`src/rtl/regfile_mp_pkg.sv`:
```
// Shared types and constants for the multi-port register file.
package regfile_mp_pkg;

  localparam int unsigned DefaultDataW = 8;
  localparam int unsigned DefaultAddrW = 3;
  localparam int unsigned DefaultNumRd = 2;

  typedef enum logic {CLR_IDLE, CLR_SWEEP} clr_state_t;

  function automatic int unsigned depth_of(input int unsigned addr_w);
    return 32'd1 << addr_w;
  endfunction

endpackage

```
`src/rtl/regfile_mp_rdport.sv`:
```
// One registered read port: array mux, zero-register masking and, when
// REGFILE_MP_BYPASS_EN is defined, write-first forwarding from the write port.
module regfile_mp_rdport
  import regfile_mp_pkg::*;
#(
  parameter int unsigned DATA_W   = DefaultDataW,
  parameter int unsigned ADDR_W   = DefaultAddrW,
  parameter int unsigned ZERO_REG = 0,
  parameter int unsigned DEPTH    = depth_of(ADDR_W)
) (
  input  logic              clk_i,
  input  logic              rst_ni,
  input  logic              rd_en_i,
  input  logic [ADDR_W-1:0] rd_addr_i,
  input  logic [DATA_W-1:0] mem_i [DEPTH],
  input  logic              fwd_en_i,
  input  logic [ADDR_W-1:0] fwd_addr_i,
  input  logic [DATA_W-1:0] fwd_data_i,
  output logic [DATA_W-1:0] rd_data_o,
  output logic              rd_valid_o
);

  logic [DATA_W-1:0] rd_data_d, rd_data_q;
  logic              rd_valid_q;
  logic              zero_hit;

  assign zero_hit = (ZERO_REG != 0) && (rd_addr_i == '0);

`ifndef REGFILE_MP_BYPASS_EN
  logic unused_fwd;
  assign unused_fwd = ^{fwd_en_i, fwd_addr_i, fwd_data_i};
`endif

  always_comb begin
    rd_data_d = rd_data_q;
    if (rd_en_i) begin
      if (zero_hit) begin
        rd_data_d = '0;
`ifdef REGFILE_MP_BYPASS_EN
      end else if (fwd_en_i && (fwd_addr_i == rd_addr_i)) begin
        rd_data_d = fwd_data_i;
`endif
      end else begin
        rd_data_d = mem_i[rd_addr_i];
      end
    end
  end

  always_ff @(posedge clk_i or negedge rst_ni) begin
    if (!rst_ni) begin
      rd_data_q  <= '0;
      rd_valid_q <= 1'b0;
    end else begin
      rd_data_q  <= rd_data_d;
      rd_valid_q <= rd_en_i;
    end
  end

  assign rd_data_o  = rd_data_q;
  assign rd_valid_o = rd_valid_q;

endmodule

```
`src/rtl/regfile_mp.sv`:
```
// Multi-read-port register file with write ack and a one-entry-per-cycle clear sweep.
// Optional macro REGFILE_MP_BYPASS_EN selects write-first forwarding on collisions.
module regfile_mp
  import regfile_mp_pkg::*;
#(
  parameter int unsigned DATA_W   = DefaultDataW,
  parameter int unsigned ADDR_W   = DefaultAddrW,
  parameter int unsigned NUM_RD   = DefaultNumRd,
  parameter int unsigned ZERO_REG = 0
) (
  input  logic                     clk_i,
  input  logic                     rst_ni,
  input  logic [NUM_RD-1:0]        rd_en_i,
  input  logic [NUM_RD*ADDR_W-1:0] rd_addr_i,
  output logic [NUM_RD*DATA_W-1:0] rd_data_o,
  output logic [NUM_RD-1:0]        rd_valid_o,
  input  logic                     wr_en_i,
  input  logic [ADDR_W-1:0]        wr_addr_i,
  input  logic [DATA_W-1:0]        wr_data_i,
  output logic                     wr_ack_o,
  input  logic                     clr_req_i,
  output logic                     clr_busy_o
);

  localparam int unsigned DEPTH = depth_of(ADDR_W);

  logic [DATA_W-1:0] mem_q [DEPTH];
  clr_state_t        state_q;
  logic [ADDR_W-1:0] idx_q;
  logic              wr_ack_q, clr_busy_q;
  logic              wr_acc, wr_commit;

  // Writes to the zero register are acked but never reach the array.
  assign wr_acc    = wr_en_i && (state_q == CLR_IDLE);
  assign wr_commit = wr_acc && !((ZERO_REG != 0) && (wr_addr_i == '0));

  always_ff @(posedge clk_i or negedge rst_ni) begin
    if (!rst_ni) begin
      state_q    <= CLR_IDLE;
      idx_q      <= '0;
      clr_busy_q <= 1'b0;
      wr_ack_q   <= 1'b0;
    end else begin
      wr_ack_q <= wr_acc;
      unique case (state_q)
        CLR_IDLE: begin
          if (clr_req_i) begin
            state_q    <= CLR_SWEEP;
            idx_q      <= '0;
            clr_busy_q <= 1'b1;
          end
        end
        CLR_SWEEP: begin
          idx_q <= idx_q + ADDR_W'(1);
          if (idx_q == ADDR_W'(DEPTH - 1)) begin
            state_q    <= CLR_IDLE;
            clr_busy_q <= 1'b0;
          end
        end
      endcase
    end
  end

  always_ff @(posedge clk_i or negedge rst_ni) begin
    if (!rst_ni) begin
      for (int i = 0; i < DEPTH; i++) mem_q[i] <= '0;
    end else if (state_q == CLR_SWEEP) begin
      mem_q[idx_q] <= '0;
    end else if (wr_commit) begin
      mem_q[wr_addr_i] <= wr_data_i;
    end
  end

  for (genvar p = 0; p < NUM_RD; p++) begin : g_rd
    regfile_mp_rdport #(
      .DATA_W  (DATA_W),
      .ADDR_W  (ADDR_W),
      .ZERO_REG(ZERO_REG),
      .DEPTH   (DEPTH)
    ) u_rdport (
      .clk_i     (clk_i),
      .rst_ni    (rst_ni),
      .rd_en_i   (rd_en_i[p]),
      .rd_addr_i (rd_addr_i[p*ADDR_W +: ADDR_W]),
      .mem_i     (mem_q),
      .fwd_en_i  (wr_commit),
      .fwd_addr_i(wr_addr_i),
      .fwd_data_i(wr_data_i),
      .rd_data_o (rd_data_o[p*DATA_W +: DATA_W]),
      .rd_valid_o(rd_valid_o[p])
    );
  end

  assign wr_ack_o   = wr_ack_q;
  assign clr_busy_o = clr_busy_q;

endmodule

```
`config.mk`:
```
export PLATFORM = sky130hd
export DESIGN_NAME = regfile_mp
export DESIGN_NICKNAME = d
export VERILOG_FILES = /design/src/rtl/regfile_mp_pkg.sv /design/src/rtl/regfile_mp_rdport.sv /design/src/rtl/regfile_mp.sv
export SDC_FILE = /design/constraint.sdc
export NUM_CORES = 1
export LEC_CHECK = 0
export CAP_MARGIN = 20
export CORE_MARGIN = 2
export CORE_UTILIZATION = 60
export CTS_BUF_LIST = sky130_fd_sc_hd__clkbuf_8
export CTS_CLUSTER_DIAMETER = 50
export DETAILED_ROUTE_END_ITERATION = 8
export GPL_ROUTABILITY_DRIVEN = 0
export PLACE_DENSITY_LB_ADDON = 0.12
export SYNTH_ARGS = -nofsm -noshare
export SYNTH_HDL_FRONTEND = slang
export SYNTH_SLANG_ARGS = --single-unit
```
`constraint.sdc`:
```
create_clock -name clk_i -period 1.76 [get_ports clk_i]
set_input_delay 0.176 -clock clk_i [delete_from_list [all_inputs] [get_ports clk_i]]
set_output_delay 0.176 -clock clk_i [all_outputs]
set_load 0.01 [all_outputs]
```
==> flow_summary.ini, run 1 <==
[grt]
grt_pass1_vias = 3687
grt_max_degree = 43
grt_util_all_layers = 0.306
antenna_found_initial = 0
grt_first_pass_wirelength_um = 20100
overflow = 0

[placed_design]
placed_area_um2 = 5400
io_buffers = 42
dpl.hpwl_um = 8810
dpl.cell_count = 580

[setup_path]
worstSetupPathType = reg2reg
start_kind = register
critPathRequiredTime_ns = 1.99
r2r_end = mem_q[31]
critPathSlowestCell = dfrtp_1
rrSetupSlack_ns = 0.15
max_stage_delay_ns = 0.53
crit_chain = buf_4, nand4bb_1, nand2_1, mux2i_1
crit_start = state_q
cp-end-kind = register
path_max_fanout = 12
cp-endpoint = mem_q[31]
worst_r2r_path_depth = 4
worstPathArrival_ns = 1.84
r2r-start = state_q

[clock_network]
clk_root_buffer_cell = clkbuf_8
cts_buffers = 9
cts_resized = 0
worstSkewPairLatency_ns = 0.36
post-cts-setup-buffers = 0
cts_sinks = 88
hold_buffers = 1
h-tree-depth = 3
cts_tree = built
clockBufferDepth = 2
cts.clk_slew.worst_paths_ns = 0.10

[finish]
drive_gt1_frac = 0.0990
nNetsFinal = 516
syn_to_final_growth_pct = 16.7
regArea_um2 = 2200
final_common_cell = mux2i_1
multi_input_area_um2 = 2390
insertedDiodeCount = 0
stdcell_count = 597
final_cell_mix = mux2i_1 (113), dfrtp_1 (88), nand2_1 (67), clkdlybuf4s50_1 (39), nor2b_1 (35)
fillCellCount = 582
final_area_um2 = 5640

[synth]
ys_ff_latch = 88
postSynthCellCount = 445
yosys_warnings = 0
ys_async_sr_fraction = 1.00
synth_edf_count = 0
netlist_area_um2 = 4830
syn_nets = 471
ys.flop_type = dfrtp_1
synth_cell_types = 34
avgSynthCellArea_um2 = 10.9
synth_seq_area_share = 0.456

[power_and_ir_drop]
leakage_uw = 0.00281
p_per_area_nw_per_um2 = 1300
vdd_drop_max_mv = 1.09
p_total_uw = 7320

[timing]
slew_headroom = 0.588
whs_ns = 0.312
period_minus_slack_ns = 1.61
fmax_mhz = 620
fin_tns_setup_ns = 0
worstMarginPinSlew_ns = 0.616
hold_viol = 0
period_share = 0.917
rsz0062_at_grt = no
skew_ns = 0.0129
setup_violations = 0
drv_slew = 0

[route]
ant_nets = 0
drtPass1Iterations = 5
wl_per_cell_um = 21.0
via_count = 3702
avgViaCountPerCell = 6.20
drcViolationCount = 0
drt-total-wl_um = 12500
first_iter_violations = 320

[outcome]
outcome = finished clean

[floorplanning]
design.core.area_um2 = 7770
die_w_um = 93.7
initial_utilization = 0.622
top_level_ports = 43
dieArea_um2 = 8790
die_h_um = 93.7
rows = 32

[run]
cap_violations = 0

[worst_hold_path]
min_path_type = in2async
-- routing by layer --
| metal | vias to the layer above | part of all wire | GRT usage |
|---|---|---|---|
| li1 | 1683 | - | - |
| met1 | 1858 | 0.43 | 0.422 |
| met2 | 144 | 0.49 | 0.493 |
| met3 | 17 | 0.058 | 0.0506 |
| met4 | 0 | 0.023 | 0.109 |
| met5 | - | 0 | 0 |
-- worst max-delay path: cells and delay by family (launching register included) --
kind	cells	cell delay [ns]
and+or+nand+nor	2	0.61
buffers and inverters	1	0.24
muxes	1	0.09
DFF	1	0.53
-- flip-flops by register name, indices dropped and copies added, names as in the netlist --
| name | cells |
|---|---|
| mem_q | 64 |
| g_rd.u_rdport.rd_data_o | 16 |
| idx_q | 3 |
| g_rd.u_rdport.rd_valid_o | 2 |
| clr_busy_o | 1 |
| state_q | 1 |
| wr_ack_o | 1 |
-- kinds of logic (layout without fill, tap and decap cells) --
kind of cell,count (synthesis),after routing,share of synthesized area
and+or+nand+nor,146,146,0.161
AOI/OAI and AO/OA,52,52,0.0914
adders and majority gates,3,3,0.00777
muxes,113,113,0.234
buffers and inverters,43,93,0.0495
DFF,88,88,0.456
-- power breakdown --
part | internal [µW] | switching, µW | total [µW]
logic | 1180 | 1250 | 2420
registers | 2700 | 598 | 3300
clock network | 844 | 754 | 1600
-- worst min-delay path by stage --
stage	startpoint	end	slack, ns
6_report	rst_ni	g_rd[0].u_rdport.rd_data_o[6]	0.31
5_1_grt	rst_ni	mem_q[43]	0.36
4_1_cts	rst_ni	mem_q[43]	0.32
3_5_place_dp	rst_ni	g_rd[0].u_rdport.rd_data_o[6]	0.16
3_3_place_gp	rst_ni	g_rd[0].u_rdport.rd_data_o[6]	0.16
2_1_floorplan	rst_ni	clr_busy_o	-0.12
-- synth_stat cells (2+ instances only) --
cell / number / area, µm²
mux2i_1: 113 / 1130
dfrtp_1: 88 / 2200
nand2_1: 67 / 251
nor2b_1: 35 / 219
a211o_1: 16 / 140
a22oi_1: 16 / 120
a41o_1: 16 / 160
nand3_1: 16 / 80.1
buf_2: 13 / 65.1
buf_4: 9 / 67.6
inv_1: 9 / 33.8
nand2b_1: 5 / 31.3
nor2_1: 5 / 18.8
buf_1: 4 / 15.0
buf_6: 3 / 33.8
clkbuf_1: 3 / 11.3
ha_1: 3 / 37.5
nand4b_1: 3 / 26.3
nand4bb_1: 3 / 33.8
nand3b_1: 2 / 15.0
nor3b_1: 2 / 15.0
o21ai_1: 2 / 10.0
-- final cells by class --
| class | count | area share |
|---|---|---|
| Inverter | 9 | 0.00599 |
| Tap cell | 102 | 0.0226 |
| Clock buffer | 10 | 0.0244 |
| Clock inverter | 6 | 0.0160 |
| Multi-Input combinational cell | 314 | 0.424 |
| Sequential cell | 88 | 0.391 |
| Timing Repair Buffer | 68 | 0.116 |
-- stage by stage --
step            util  setup slack (ns)
2_1_floorplan      -             0.364
3_3_place_gp   0.695             0.106
3_5_place_dp   0.695            0.0712
4_1_cts        0.726             0.166
5_1_grt        0.726         0.0000910
6_report       0.726             0.146
Note: power is estimated with default switching activity, not from simulation.
==> run 2: changes to the inputs <==
--- a/config.mk
+++ b/config.mk
@@ -7,7 +7,7 @@
 export LEC_CHECK = 0
 export CAP_MARGIN = 20
 export CORE_MARGIN = 2
-export CORE_UTILIZATION = 60
+export CORE_UTILIZATION = 65
 export CTS_BUF_LIST = sky130_fd_sc_hd__clkbuf_8
 export CTS_CLUSTER_DIAMETER = 50
 export DETAILED_ROUTE_END_ITERATION = 8
==> constraint.sdc (replaced) <==
create_clock -name clk_i -period 1.9 [get_ports clk_i]
set_input_delay 0.19 -clock clk_i [delete_from_list [all_inputs] [get_ports clk_i]]
set_output_delay 0.19 -clock clk_i [all_outputs]
set_load 0.01 [all_outputs]
==> run 2 against run 1 <==
  * Combinational power down 9.1%
  * Sequential cell count is the same
  * Design area down 0.29%
  * Total power down 8.9%
  * Clock skew fell by 0.0022 ns
  * Non-clock buffer count did not move
  * Hold slack better by 0.026 ns
  * Critical path type unchanged
  * Largest cell class unchanged
==> flow_summary.ini, run 2 (synthesis results as in run 1) <==
[timing]
hold_viol = 0
slew_headroom = 0.570
worstMarginPinSlew_ns = 0.643
setup_violations = 0
fin_tns_setup_ns = 0
drv_slew = 0
period_minus_slack_ns = 1.64
period_share = 0.864
fmax_mhz = 609
skew_ns = 0.0107
rsz0062_at_grt = no

[route]
wl_per_cell_um = 20.5
drt-total-wl_um = 12100
drcViolationCount = 0
avgViaCountPerCell = 6.39
first_iter_violations = 269
drtPass1Iterations = 5
ant_nets = 0
via_count = 3795

[placed_design]
dpl.cell_count = 577
io_buffers = 42
dpl.hpwl_um = 8560

[grt]
overflow = 0
antenna_found_initial = 0
grt_util_all_layers = 0.316
grt_first_pass_wirelength_um = 20000
grt_pass1_vias = 3772
grt_max_degree = 41

[power_and_ir_drop]
p_per_area_nw_per_um2 = 1190
vdd_drop_max_mv = 0.828
leakage_uw = 0.00280

[floorplanning]
top_level_ports = 43
die_w_um = 90.2
dieArea_um2 = 8140
rows = 31
initial_utilization = 0.670
design.core.area_um2 = 7210
die_h_um = 90.2

[run]
cap_violations = 0

[clock_network]
hold_buffers = 1
cts_sinks = 88
cts_tree = built
clk_root_buffer_cell = clkbuf_8
h-tree-depth = 3
cts_buffers = 9
clockBufferDepth = 2
cts_resized = 0
cts.clk_slew.worst_paths_ns = 0.10
post-cts-setup-buffers = 0
worstSkewPairLatency_ns = 0.37

[setup_path]
max_stage_delay_ns = 0.44
critPathRequiredTime_ns = 2.18
worstSetupPathType = reg2reg
path_common_cell = buf_4
rrSetupSlack_ns = 0.26
r2r_end = mem_q[33]
cp-end-kind = register
path_max_fanout = 8
r2r-start = state_q
worst_r2r_path_depth = 5
worstPathArrival_ns = 1.92
critPathSlowestCell = dfrtp_1
crit_chain = buf_4, nand3b_4, nor3b_1, buf_4, mux2i_1
start_kind = register

[finish]
final_core_util = 0.779
fillCellCount = 496
regArea_um2 = 2200
insertedDiodeCount = 0
syn_to_final_growth_pct = 16.3
nNetsFinal = 516
drive_gt1_frac = 0.0990
largest_register = mem_q
final_cell_mix = mux2i_1 (113), dfrtp_1 (88), nand2_1 (67), clkdlybuf4s50_1 (39), nor2b_1 (35)
final_common_cell = mux2i_1
largest_reg_flops = 64
multi_input_area_um2 = 2390
stdcell_count = 594

[worst_hold_path]
min_path_type = in2async

[outcome]
outcome = finished clean
run 2: cell count changes in the layout (fill, tap and decap cells not counted):
cell	delta
clkbuf_8	+1
clkinv_2	-1
clkinv_4	+1
bufinv_16	-1
run 2: routing by layer:
layer  track usage  vias up  routed length, µm
li1              -     1675                  -
met1         0.451     1920               5290
met2         0.494      173               5760
met4         0.114        0                259
met5             0        -                  0
met3        0.0520       27                848
run 2: worst max path at each step:
stage,startpoint,end,slack (ns),depth (start not counted)
final,state_q,mem_q[33],0.26,5
after global routing,state_q,mem_q[33],0.17,5
after CTS,state_q,mem_q[33],0.24,5
after detailed placement,wr_addr_i[0],mem_q[33],0.11,5
after global placement,rd_addr_i[1],g_rd[0].u_rdport.rd_data_o[2],0.19,4
after floorplan,idx_q[0],mem_q[56],0.50,5
run 2: critical path: cells and delay by family, from the launching register on:
kind | cells | cell delay [ns]
flip-flops | 1 | 0.44
buffers and inverters | 2 | 0.45
AND/OR/NAND/NOR | 2 | 0.45
multiplexers | 1 | 0.22
run 2: stage by stage:
step | hold slack (ns) | power (µW) | instance area (µm²) | setup slack (ns)
global route | 0.387 | 7050 | 5620 | 0.174
CTS | 0.356 | 6640 | 5620 | 0.241
global placement | 0.197 | 5110 | 5400 | 0.191
finish | 0.338 | 6660 | 5620 | 0.258
floorplan | -0.106 | 4400 | 4830 | 0.504
detailed placement | 0.202 | 5260 | 5400 | 0.107
run 2: cell type report:
class / instances / share of cell area
clock inverter: 5 / 0.0114
timing repair buffer: 68 / 0.117
inverter: 9 / 0.00601
tap: 99 / 0.0220
sequential: 88 / 0.392
multi-input combinational: 314 / 0.425
clock buffer: 11 / 0.0269
run 2: power by group:
part	internal [µW]	total (µW)	switching [µW]
Sequential	2500	3080	577
Clock	689	1390	702
Combinational	1080	2200	1110
==> run 3: changes to the inputs <==
--- a/config.mk
+++ b/config.mk
@@ -7,7 +7,7 @@
 export LEC_CHECK = 0
 export CAP_MARGIN = 20
 export CORE_MARGIN = 2
-export CORE_UTILIZATION = 65
+export CORE_UTILIZATION = 45
 export CTS_BUF_LIST = sky130_fd_sc_hd__clkbuf_8
 export CTS_CLUSTER_DIAMETER = 50
 export DETAILED_ROUTE_END_ITERATION = 8
==> run 3 against run 2 <==
  * Count of clock-buffer cells in the layout is 1 lower
  * Via count shrank 6.4%
  * Critical path depth shrank 1
  * Sequential power about the same
  * Highest routed layer unchanged
  * Sequential share of layout area down 0.30 points
  * Sequential cell count did not move
  * Critical path type unchanged
  * Global-route usage down 7.3 points
==> flow_summary.ini, run 3 (synthesis results as in run 1) <==
[clock_network]
cts_buffers = 9
cts_sinks = 88
clockBufferDepth = 2
cts.clk_slew.worst_paths_ns = 0.09
post-cts-setup-buffers = 0
clk_root_buffer_cell = clkbuf_8
worstSkewPairLatency_ns = 0.38
cts_tree = built
h-tree-depth = 3

[placed_design]
dpl.hpwl_um = 9310
io_buffers = 42
placed_area_um2 = 5450

[power_and_ir_drop]
p_per_area_nw_per_um2 = 1170
leakage_uw = 0.00280
p_total_uw = 6630
vdd_drop_max_mv = 0.677

[floorplanning]
rows = 37
die_w_um = 108
initial_utilization = 0.466
design.core.area_um2 = 10400
die_h_um = 108
top_level_ports = 43
dieArea_um2 = 11600

[grt]
grt_util_all_layers = 0.243
antenna_found_initial = 0
grt_max_degree = 37
grt_first_pass_wirelength_um = 20500
grt_pass1_vias = 3652
overflow = 0

[route]
drcViolationCount = 0
drt-total-wl_um = 13000
first_iter_violations = 194
ant_nets = 0
via_count = 3552
drtPass1Iterations = 4
avgViaCountPerCell = 5.62
wl_per_cell_um = 20.6

[finish]
drive_gt1_frac = 0.101
fillCellCount = 945
largest_register = mem_q
final_common_cell = mux2i_1
largest_reg_flops = 64
final_core_util = 0.546
insertedDiodeCount = 0
final_area_um2 = 5660
nNetsFinal = 517
syn_to_final_growth_pct = 17.2
final_cell_mix = mux2i_1 (113), dfrtp_1 (88), nand2_1 (67), clkdlybuf4s50_1 (39), nor2b_1 (35)

[setup_path]
path_max_fanout = 11
worstPathArrival_ns = 1.89
crit_chain = buf_4, nor2b_1, nand3_2, mux2i_1
max_stage_delay_ns = 0.52
critPathRequiredTime_ns = 2.14
start_kind = register
cp-end-kind = register
worstSetupPathType = reg2reg
critPathSlowestCell = dfrtp_1

[timing]
hold_viol = 0
period_minus_slack_ns = 1.64
drv_slew = 0
skew_ns = 0.0104
fmax_mhz = 608
worstMarginPinSlew_ns = 0.636
rsz0062_at_grt = no
setup_violations = 0
slew_headroom = 0.575
period_share = 0.865
fin_tns_setup_ns = 0

[worst_hold_path]
min_path_type = in2async

[outcome]
outcome = finished clean

[run]
cap_violations = 0
-- run 3: cell types whose count changed in the layout (fill, tap and decap cells not counted), sizes merged --
cell | previous run | this run
buf | 28 | 29
clkbuf | 11 | 10
clkinvlp | 1 | 2
-- run 3: report_power, final --
group / internal [µW] / total [µW] / leakage (µW) / switching [µW]
clock: 648 / 1370 / 0.0000989 / 719
sequential: 2500 / 3060 / 0.00117 / 559
combinational: 1080 / 2200 / 0.00153 / 1120
-- run 3: worst paths after layout --
check,start,to,slack [ns],cells past startpoint
worst max-delay path,state_q,mem_q[53],0.26,4
worst min-delay path,rst_ni,g_rd[0].u_rdport.rd_valid_o,0.30,2
worst max register to register,state_q,mem_q[53],0.26,4
worst min register to register,mem_q[12],mem_q[12],0.55,2
max in group asynchronous,rst_ni,mem_q[1],0.93,3
min in group clk_i,clr_req_i,idx_q[1],0.48,2
-- run 3: final cells by class --
type / instances / area, µm² / area share
multi-input cells: 314 / 2390 / 0.422
flip-flops and latches: 88 / 2200 / 0.389
repair buffers: 69 / 663 / 0.117
well taps: 136 / 170 / 0.0300
clock buffers: 10 / 138 / 0.0243
clock inverters: 6 / 67.6 / 0.0119
inverters: 9 / 33.8 / 0.00596
-- run 3: routing by layer --
layer  wire (µm)  vias up  GRT usage  share of wire
li1            -     1683          -              -
met1        5970     1780      0.333           0.46
met2        6200       78      0.389           0.48
met3         603       11     0.0551          0.046
met4         241        0     0.0650          0.019
met5           0        -          0              0
-- run 3: timing repair --
item / 4_1_cts / 5_1_grt
hold buffers: 1 / 0
endpoints found under the hold margin: 29 / 0
gates resized for setup: 0 / 0
setup endpoints to repair: 0 / 0
-- run 3: critical path, delay by kind of cell, from the launching register on --
kind          cells  cell delay (ns)
simple gates      2             0.54
flops             1             0.52
buf+inv           1             0.23
mux               1             0.21
-- run 3: through the flow --
step                      cells  setup WS [ns]  hold WS [ns]
after floorplan             445          0.504        -0.106
after global placement      615          0.112         0.152
after detailed placement    615         0.0672         0.157
after CTS                   632          0.269         0.304
after global routing        632          0.183         0.328
final                       632          0.256         0.301
